## src/rtl/uart_pkg.sv

```systemverilog
// Shared UART types and helpers: receiver FSM states, default timing, width helper.
package uart_pkg;

  typedef enum logic [2:0] {
    IDLE,
    START,
    DATA,
    PARITY,
    STOP
  } state_t;

  localparam int DEF_OVERSAMPLE = 16;
  localparam int DEF_SB_TICK    = 16;

  // Counter width for values 0..v-1, never narrower than one bit.
  function automatic int clog2(input int v);
    int r;
    r = 0;
    while ((1 << r) < v) r++;
    return (r < 1) ? 1 : r;
  endfunction

endpackage

```

## src/rtl/sync_2ff.sv

```systemverilog
// Two-flop synchroniser for a single asynchronous level; 2 clk latency, no backpressure.
// RST_VAL sets the reset level so idle-high lines do not fake an edge on reset release.
module sync_2ff #(
  parameter logic RST_VAL = 1'b0
) (
  input  logic clk,
  input  logic reset_n,
  input  logic d,
  output logic q
);

  logic meta;

  always_ff @(posedge clk or negedge reset_n) begin
    if (!reset_n) begin
      meta <= RST_VAL;
      q    <= RST_VAL;
    end else begin
      meta <= d;
      q    <= meta;
    end
  end

endmodule

```

## src/rtl/uart_rx_param.sv

```systemverilog
// Oversampling UART receiver, DBIT data bits, optional parity via UART_RX_PARITY_EN.
// rx_done_tick one clk after the last stop-interval tick; no backpressure, dout valid until the next frame.
module uart_rx_param
  import uart_pkg::*;
#(
  parameter int DBIT       = 8,
  parameter int OVERSAMPLE = DEF_OVERSAMPLE,
  parameter int SB_TICK    = DEF_SB_TICK,
  parameter int PARITY_ODD = 0
) (
  input  logic            clk,
  input  logic            reset_n,
  input  logic            rx,
  input  logic            s_tick,
  output logic            rx_done_tick,
  output logic [DBIT-1:0] dout,
  output logic            frame_err,
  output logic            parity_err
);

  localparam int SW = clog2((OVERSAMPLE > SB_TICK) ? OVERSAMPLE : SB_TICK);
  localparam int NW = clog2(DBIT);

  localparam logic [SW-1:0] S_MID  = SW'(OVERSAMPLE / 2 - 1);
  localparam logic [SW-1:0] S_BIT  = SW'(OVERSAMPLE - 1);
  localparam logic [SW-1:0] S_STOP = SW'(SB_TICK - 1);
  localparam logic [NW-1:0] N_LAST = NW'(DBIT - 1);

  state_t          state;
  logic [SW-1:0]   s;
  logic [NW-1:0]   n;
  logic [DBIT-1:0] b;
  logic            rx_s;

  sync_2ff #(
    .RST_VAL(1'b1)
  ) u_rx_sync (
    .clk    (clk),
    .reset_n(reset_n),
    .d      (rx),
    .q      (rx_s)
  );

`ifdef UART_RX_PARITY_EN
  logic p;
`else
  assign parity_err = 1'b0;
`endif

  always_ff @(posedge clk or negedge reset_n) begin
    if (!reset_n) begin
      state        <= IDLE;
      s            <= '0;
      n            <= '0;
      b            <= '0;
      dout         <= '0;
      rx_done_tick <= 1'b0;
      frame_err    <= 1'b0;
`ifdef UART_RX_PARITY_EN
      p            <= 1'b0;
      parity_err   <= 1'b0;
`endif
    end else begin
      rx_done_tick <= 1'b0;
      case (state)
        IDLE: begin
          if (!rx_s) begin
            state <= START;
            s     <= '0;
          end
        end
        START: begin
          if (s_tick) begin
            // A start bit that is high again at its midpoint was a glitch.
            if (s == S_MID) begin
              if (!rx_s) begin
                state <= DATA;
                s     <= '0;
                n     <= '0;
              end else begin
                state <= IDLE;
              end
            end else begin
              s <= s + 1'b1;
            end
          end
        end
        DATA: begin
          if (s_tick) begin
            if (s == S_BIT) begin
              s <= '0;
              b <= {rx_s, b[DBIT-1:1]};
              if (n == N_LAST) begin
`ifdef UART_RX_PARITY_EN
                state <= PARITY;
`else
                state <= STOP;
`endif
              end else begin
                n <= n + 1'b1;
              end
            end else begin
              s <= s + 1'b1;
            end
          end
        end
`ifdef UART_RX_PARITY_EN
        PARITY: begin
          if (s_tick) begin
            if (s == S_BIT) begin
              p     <= rx_s;
              s     <= '0;
              state <= STOP;
            end else begin
              s <= s + 1'b1;
            end
          end
        end
`endif
        STOP: begin
          if (s_tick) begin
            if (s == S_STOP) begin
              state        <= IDLE;
              rx_done_tick <= 1'b1;
              dout         <= b;
              frame_err    <= ~rx_s;
`ifdef UART_RX_PARITY_EN
              parity_err   <= ^b ^ p ^ 1'(PARITY_ODD);
`endif
            end else begin
              s <= s + 1'b1;
            end
          end
        end
        default: state <= IDLE;
      endcase
    end
  end

endmodule

```

## config.mk

```make
export PLATFORM = sky130hd
export DESIGN_NAME = uart_rx_param
export DESIGN_NICKNAME = d
export VERILOG_FILES = /design/src/rtl/uart_pkg.sv /design/src/rtl/sync_2ff.sv /design/src/rtl/uart_rx_param.sv
export SDC_FILE = /design/constraint.sdc
export NUM_CORES = 1
export LEC_CHECK = 0
export ABC_AREA = 1
export CORE_ASPECT_RATIO = 1.4
export CORE_MARGIN = 5
export CORE_UTILIZATION = 61
export DETAILED_ROUTE_END_ITERATION = 12
export GPL_ROUTABILITY_DRIVEN = 0
export PLACE_DENSITY = 0.9
export SYNTH_ARGS = -nofsm -noshare
export SYNTH_HDL_FRONTEND = slang
export SYNTH_HIERARCHICAL = 1
export SYNTH_SLANG_ARGS = --single-unit
export TNS_END_PERCENT = 10
```

## constraint.sdc

```tcl
create_clock -name clk -period 3.14 [get_ports clk]
set_input_delay 0.471 -clock clk [delete_from_list [all_inputs] [get_ports clk]]
set_output_delay 0.471 -clock clk [all_outputs]
set_load 0.05 [all_outputs]
```

After elaboration in Yosys (flattened, before gate mapping):

Index checks and enable logic that the tools add are counted.
W data, S select, Z words.

* bits in registers: 30

* $add $sub $neg: 2
* eq/ne operators: 17
* bitwise operators: 1
* muxes and demuxes: 28
* reduce and logical (&&, ||, !) cells: 8

Operators by type and width (number)
* $mux W3: 14
* $mux W4: 7
* $ne A2 B2 Y1 const B: 11
* $pmux W4 S4: 1
* $pmux W3 S4: 1
* $reduce_and A8 Y1: 1
* $reduce_and A7 Y1: 1
* $eq A3 B3 Y1 const B: 2
* $pmux W3 S2: 1
* $reduce_and A3 Y1: 2
* $reduce_and A5 Y1: 1
* $add A4 B1 Y4 const B: 1
* $eq A4 B3 Y1 const B: 1
* $eq A4 B4 Y1 const B: 1
* $reduce_bool A4 Y1: 1
* $add A3 B1 Y3 const B: 1
* $eq A3 B1 Y1 const B: 1
* $eq A3 B2 Y1 const B: 1
* $logic_not A3 Y1: 1
* $mux W1: 3
* $mux W2: 1
* $reduce_bool A2 Y1: 1
* $not A1 Y1: 1

Logic depth before layout (Yosys ltp):

* depth in word-level cells: 5
* mapped depth: 10

Cells and area by module:

The synthesis kept the hierarchy.

By module, submodules not included
* uart_rx_param: cells each 202, seq. area each 700.7 um^2, area an instance 1596.5 um^2, instances 1
* sync_2ff: cells each 2, seq. area each 52.6 um^2, area an instance 52.6 um^2, instances 1

Worst setup path before layout:

Ideal clock, no wire load.

* kind: register to register
* start: reg s[0]
* end: reg dout[5]
* setup time: 120 ps
* clock period less this slack: 1452 ps
* arrival: 1332 ps
* data required time: 3020 ps
* setup slack: 1688 ps
* stages on the path, launching flop included: 8
* cell sequence: dfrtp_1 -> ha_1 -> nand3_2 -> nor2_4 -> nand2_2 -> buf_6 -> nand2_1 -> o21ai_2

* cells in the longest elaborated chain, start to end: 2

Ends and longest elaborated chain
* from (decl): RTL line uart_rx_param.sv:30 `logic [SW-1:0] s;`
* from (signal assigned): RTL line uart_rx_param.sv:84 `s <= s + 1'b1;`
* from (signal assigned): RTL line uart_rx_param.sv:103 `s <= s + 1'b1;`
* from (signal assigned): RTL line uart_rx_param.sv:131 `s <= s + 1'b1;`
* $eq A4 B4 Y1: RTL line uart_rx_param.sv:122 `if (s == S_STOP) begin`
* $reduce_and A3 Y1 (no source line)
* to (signal assigned): RTL line uart_rx_param.sv:56 `dout <= '0;`
* to (signal assigned): RTL line uart_rx_param.sv:125 `dout <= b;`
* to (decl): RTL line uart_rx_param.sv:16 `output logic [DBIT-1:0] dout,`

Every way passes these cells.
A chain may end at the register's enable or synchronous reset.

Final worst setup path:

* start: reg dout[7]
* end: out dout[7]

No word-level cell between the ends.

==> impl_metrics.toml <==
[clock_tree]
cts_resized = 0
cts_sinks = 30
clk_pin_slew_ns = 0.10
numCtsBuffers = 5
hold_buffers = 0
post_cts_buffers = 0
cts-root-buf = "clkbuf_4"
clock_tree.buffer_depth = 2
cts_tree = "built"
h-tree-depth = 2
insertion_delay_ns = 0.33

[worst_hold_path]
hp-class = "reg2reg"

[sta]
rsz0062_at_grt = "false"
finalCritPeriodShare_pct = 63.7
relSlewSlack_pct = 66.7
worst_pin_slew_ns = 0.498
setup_viol = 0
skew_ns = 0.0141
final_max_slew_viol_count = 0
tns_ns = 0
fin_crit_ns = 2.00
fmax_mhz = 500
hold_viol_final = 0

[setup_path]
cp_data_required_time_ns = 2.67
path_buf_inv = 1
slowest_stage = "clkdlybuf4s50_1"
crit_fanout = 2
end_kind = "primary output"
crit_path_start_kind = "flop"
critPathMaxStageDelay_ns = 0.81
worstPathArrival_ns = 1.53
path_cells = "clkdlybuf4s50_1"
path_delay_family = "buffers and inverters"
critPathKind = "reg2out"

[detailed_routing]
wire_per_inst_um = 12.0
drc_errors = 0
drtIter0Drc = 32
ant_nets = 0
via_count = 1340
drtPass1Iterations = 4
vias_per_cell = 5.19
wirelength_mm = 3.11

[power_and_ir_drop]
p_int_uw = 863
sequentialPowerShare_pct = 35.3
power.density_nw_per_um2 = 731
power.leakage_uw = 0.000982
combPwrFrac_pct = 35.4
p_switching_uw = 527
pwr-share-clk_pct = 29.3
irDropWorstVdd_mv = 0.531
p_sw_share_pct = 37.9
power_uw = 1390

[synth]
yosys_warnings = 6
ys_seq_area_share_pct = 45.7
syn_area_um2 = 1650
async_flop_share_pct = 100
avgSynthCellArea_um2 = 8.08
ys.flop_type = "dfrtp_1"
synth-edff-count = 0
ys_ff_latch = 30
postSynthCellCount = 204
yosysMostFrequentCell = "nand2_1"
synth_cell_type_count = 23
synth_top_cell_by_area = "dfrtp_1"
synth_area_leaders = "dfrtp_1 42%, nand2_1 17%, o21ai_2 7.4%, nand3_1 5.5%, inv_1 4.8%"
syn_nets = 211
synth_top_cell_area_share_pct = 42.5
ys_top_cells_by_count = "74 x nand2_1, 28 x dfrtp_1, 21 x inv_1"

[placement]
place_hpwl_mm = 2.31
portBuffers = 13
post_dp_cell_area_um2 = 1790

[floorplan]
core_um2 = 2620
io_pins = 15
dieArea_um2 = 3860
initial_core_util_pct = 63.1
die_height_um = 71.5
row_count = 22
die_width_um = 53.9

[final_layout]
num_antenna_cells = 0
drive_gt1_share_pct = 17.6
nets = 228
design_area_um2 = 1900
area_delta_synth_final_pct = 15.3

[global_route]
antenna_found_initial = 0
grt_pass1_wl_mm = 5.64
grt_overflow = 0
grtUsageTotal_pct = 20.0
grt_pass1_vias = 1290
grt_max_degree = 31

[job]
maxCapViolations = 0

[outcome]
status = "complete, no violations"
## layout by cell type (no fill, tap or decap)
cell type and n:
nand3_1 18, nand2_2 4, clkbuf_8 1, o21ai_1 3
nand2_4 1, or2_2 1, xor2_1 1, conb_1 1
nand2_1 74, inv_1 21, inv_2 1, ha_1 3
nand3b_1 6, dfstp_2 2, o21ai_2 14, o21bai_1 1
nor2_2 2, buf_4 1, bufinv_16 2, dfrtp_1 28
clkdlybuf4s50_1 13, clkbuf_4 5, nor2_4 3, nand4_1 1
nand3_2 2, nor2_1 13
## through the flow
stage | instances | worst slack, ns | util [%] | hold slack [ns]
floorplan | 204 | 1.69 | - | 0.175
global placement | 250 | 1.31 | 68.5 | 0.346
detailed placement | 250 | 1.27 | 68.5 | 0.347
CTS | 258 | 1.12 | 72.7 | 0.362
global route | 258 | 1.09 | 72.7 | 0.368
finish | 258 | 1.14 | 72.7 | 0.360
## cells by family after synthesis
logic type	synth area share, %
adder cells (fa/ha/maj)	2.28
other	0.227
XOR/XNOR	0.531
AO/OA/AOI/OAI	8.80
buffers and inverters	7.51
AND/OR/NAND/NOR	35.0
flip-flops	45.7
## routing by layer
| layer | wire, µm | track usage [%] | vias up |
|---|---|---|---|
| li1 | - | - | 672 |
| met1 | 1260 | 24.5 | 633 |
| met2 | 1660 | 31.1 | 25 |
| met3 | 90 | 5.20 | 10 |
| met4 | 97 | 11.4 | 0 |
| met5 | 0 | 0 | - |
## state kept, by name, summed over array words and instances, names as in the netlist
| name | flops |
|---|---|
| b | 8 |
| dout | 8 |
| s | 4 |
| n | 3 |
| state | 3 |
| frame_err | 1 |
| rx_done_tick | 1 |
| u_rx_sync/meta | 1 |
| u_rx_sync/q | 1 |
## final cells by class
cell class	count	area (µm²)
multi-input cells	148	772
flip-flops and latches	30	753
fillers	202	713
repair buffers	14	138
inverters	22	82.6
clock inverters	2	60.1
clock buffers	6	51.3
well taps	36	45.0
## power groups by stage
stage / Clock, µW / Combinational [µW] / Sequential [µW]
finish: 407 / 492 / 490
global route: 435 / 567 / 498
CTS: 415 / 498 / 490
detailed placement: 0 / 494 / 497
global placement: 0 / 484 / 495
floorplan: 0 / 409 / 479
## worst paths after layout
check	end	cells after the start	slack, ns	from
min reg2reg	u_rx_sync/q	0	0.36	u_rx_sync/meta
max reg2reg	n[1]	8	1.41	s[0]
min in group asynchronous	n[2]	2	0.51	reset_n
max	dout[7]	1	1.14	dout[7]
min	u_rx_sync/q	0	0.36	u_rx_sync/meta
max in group asynchronous	u_rx_sync/q	2	2.31	reset_n
(Power assumes the default switching activity.)
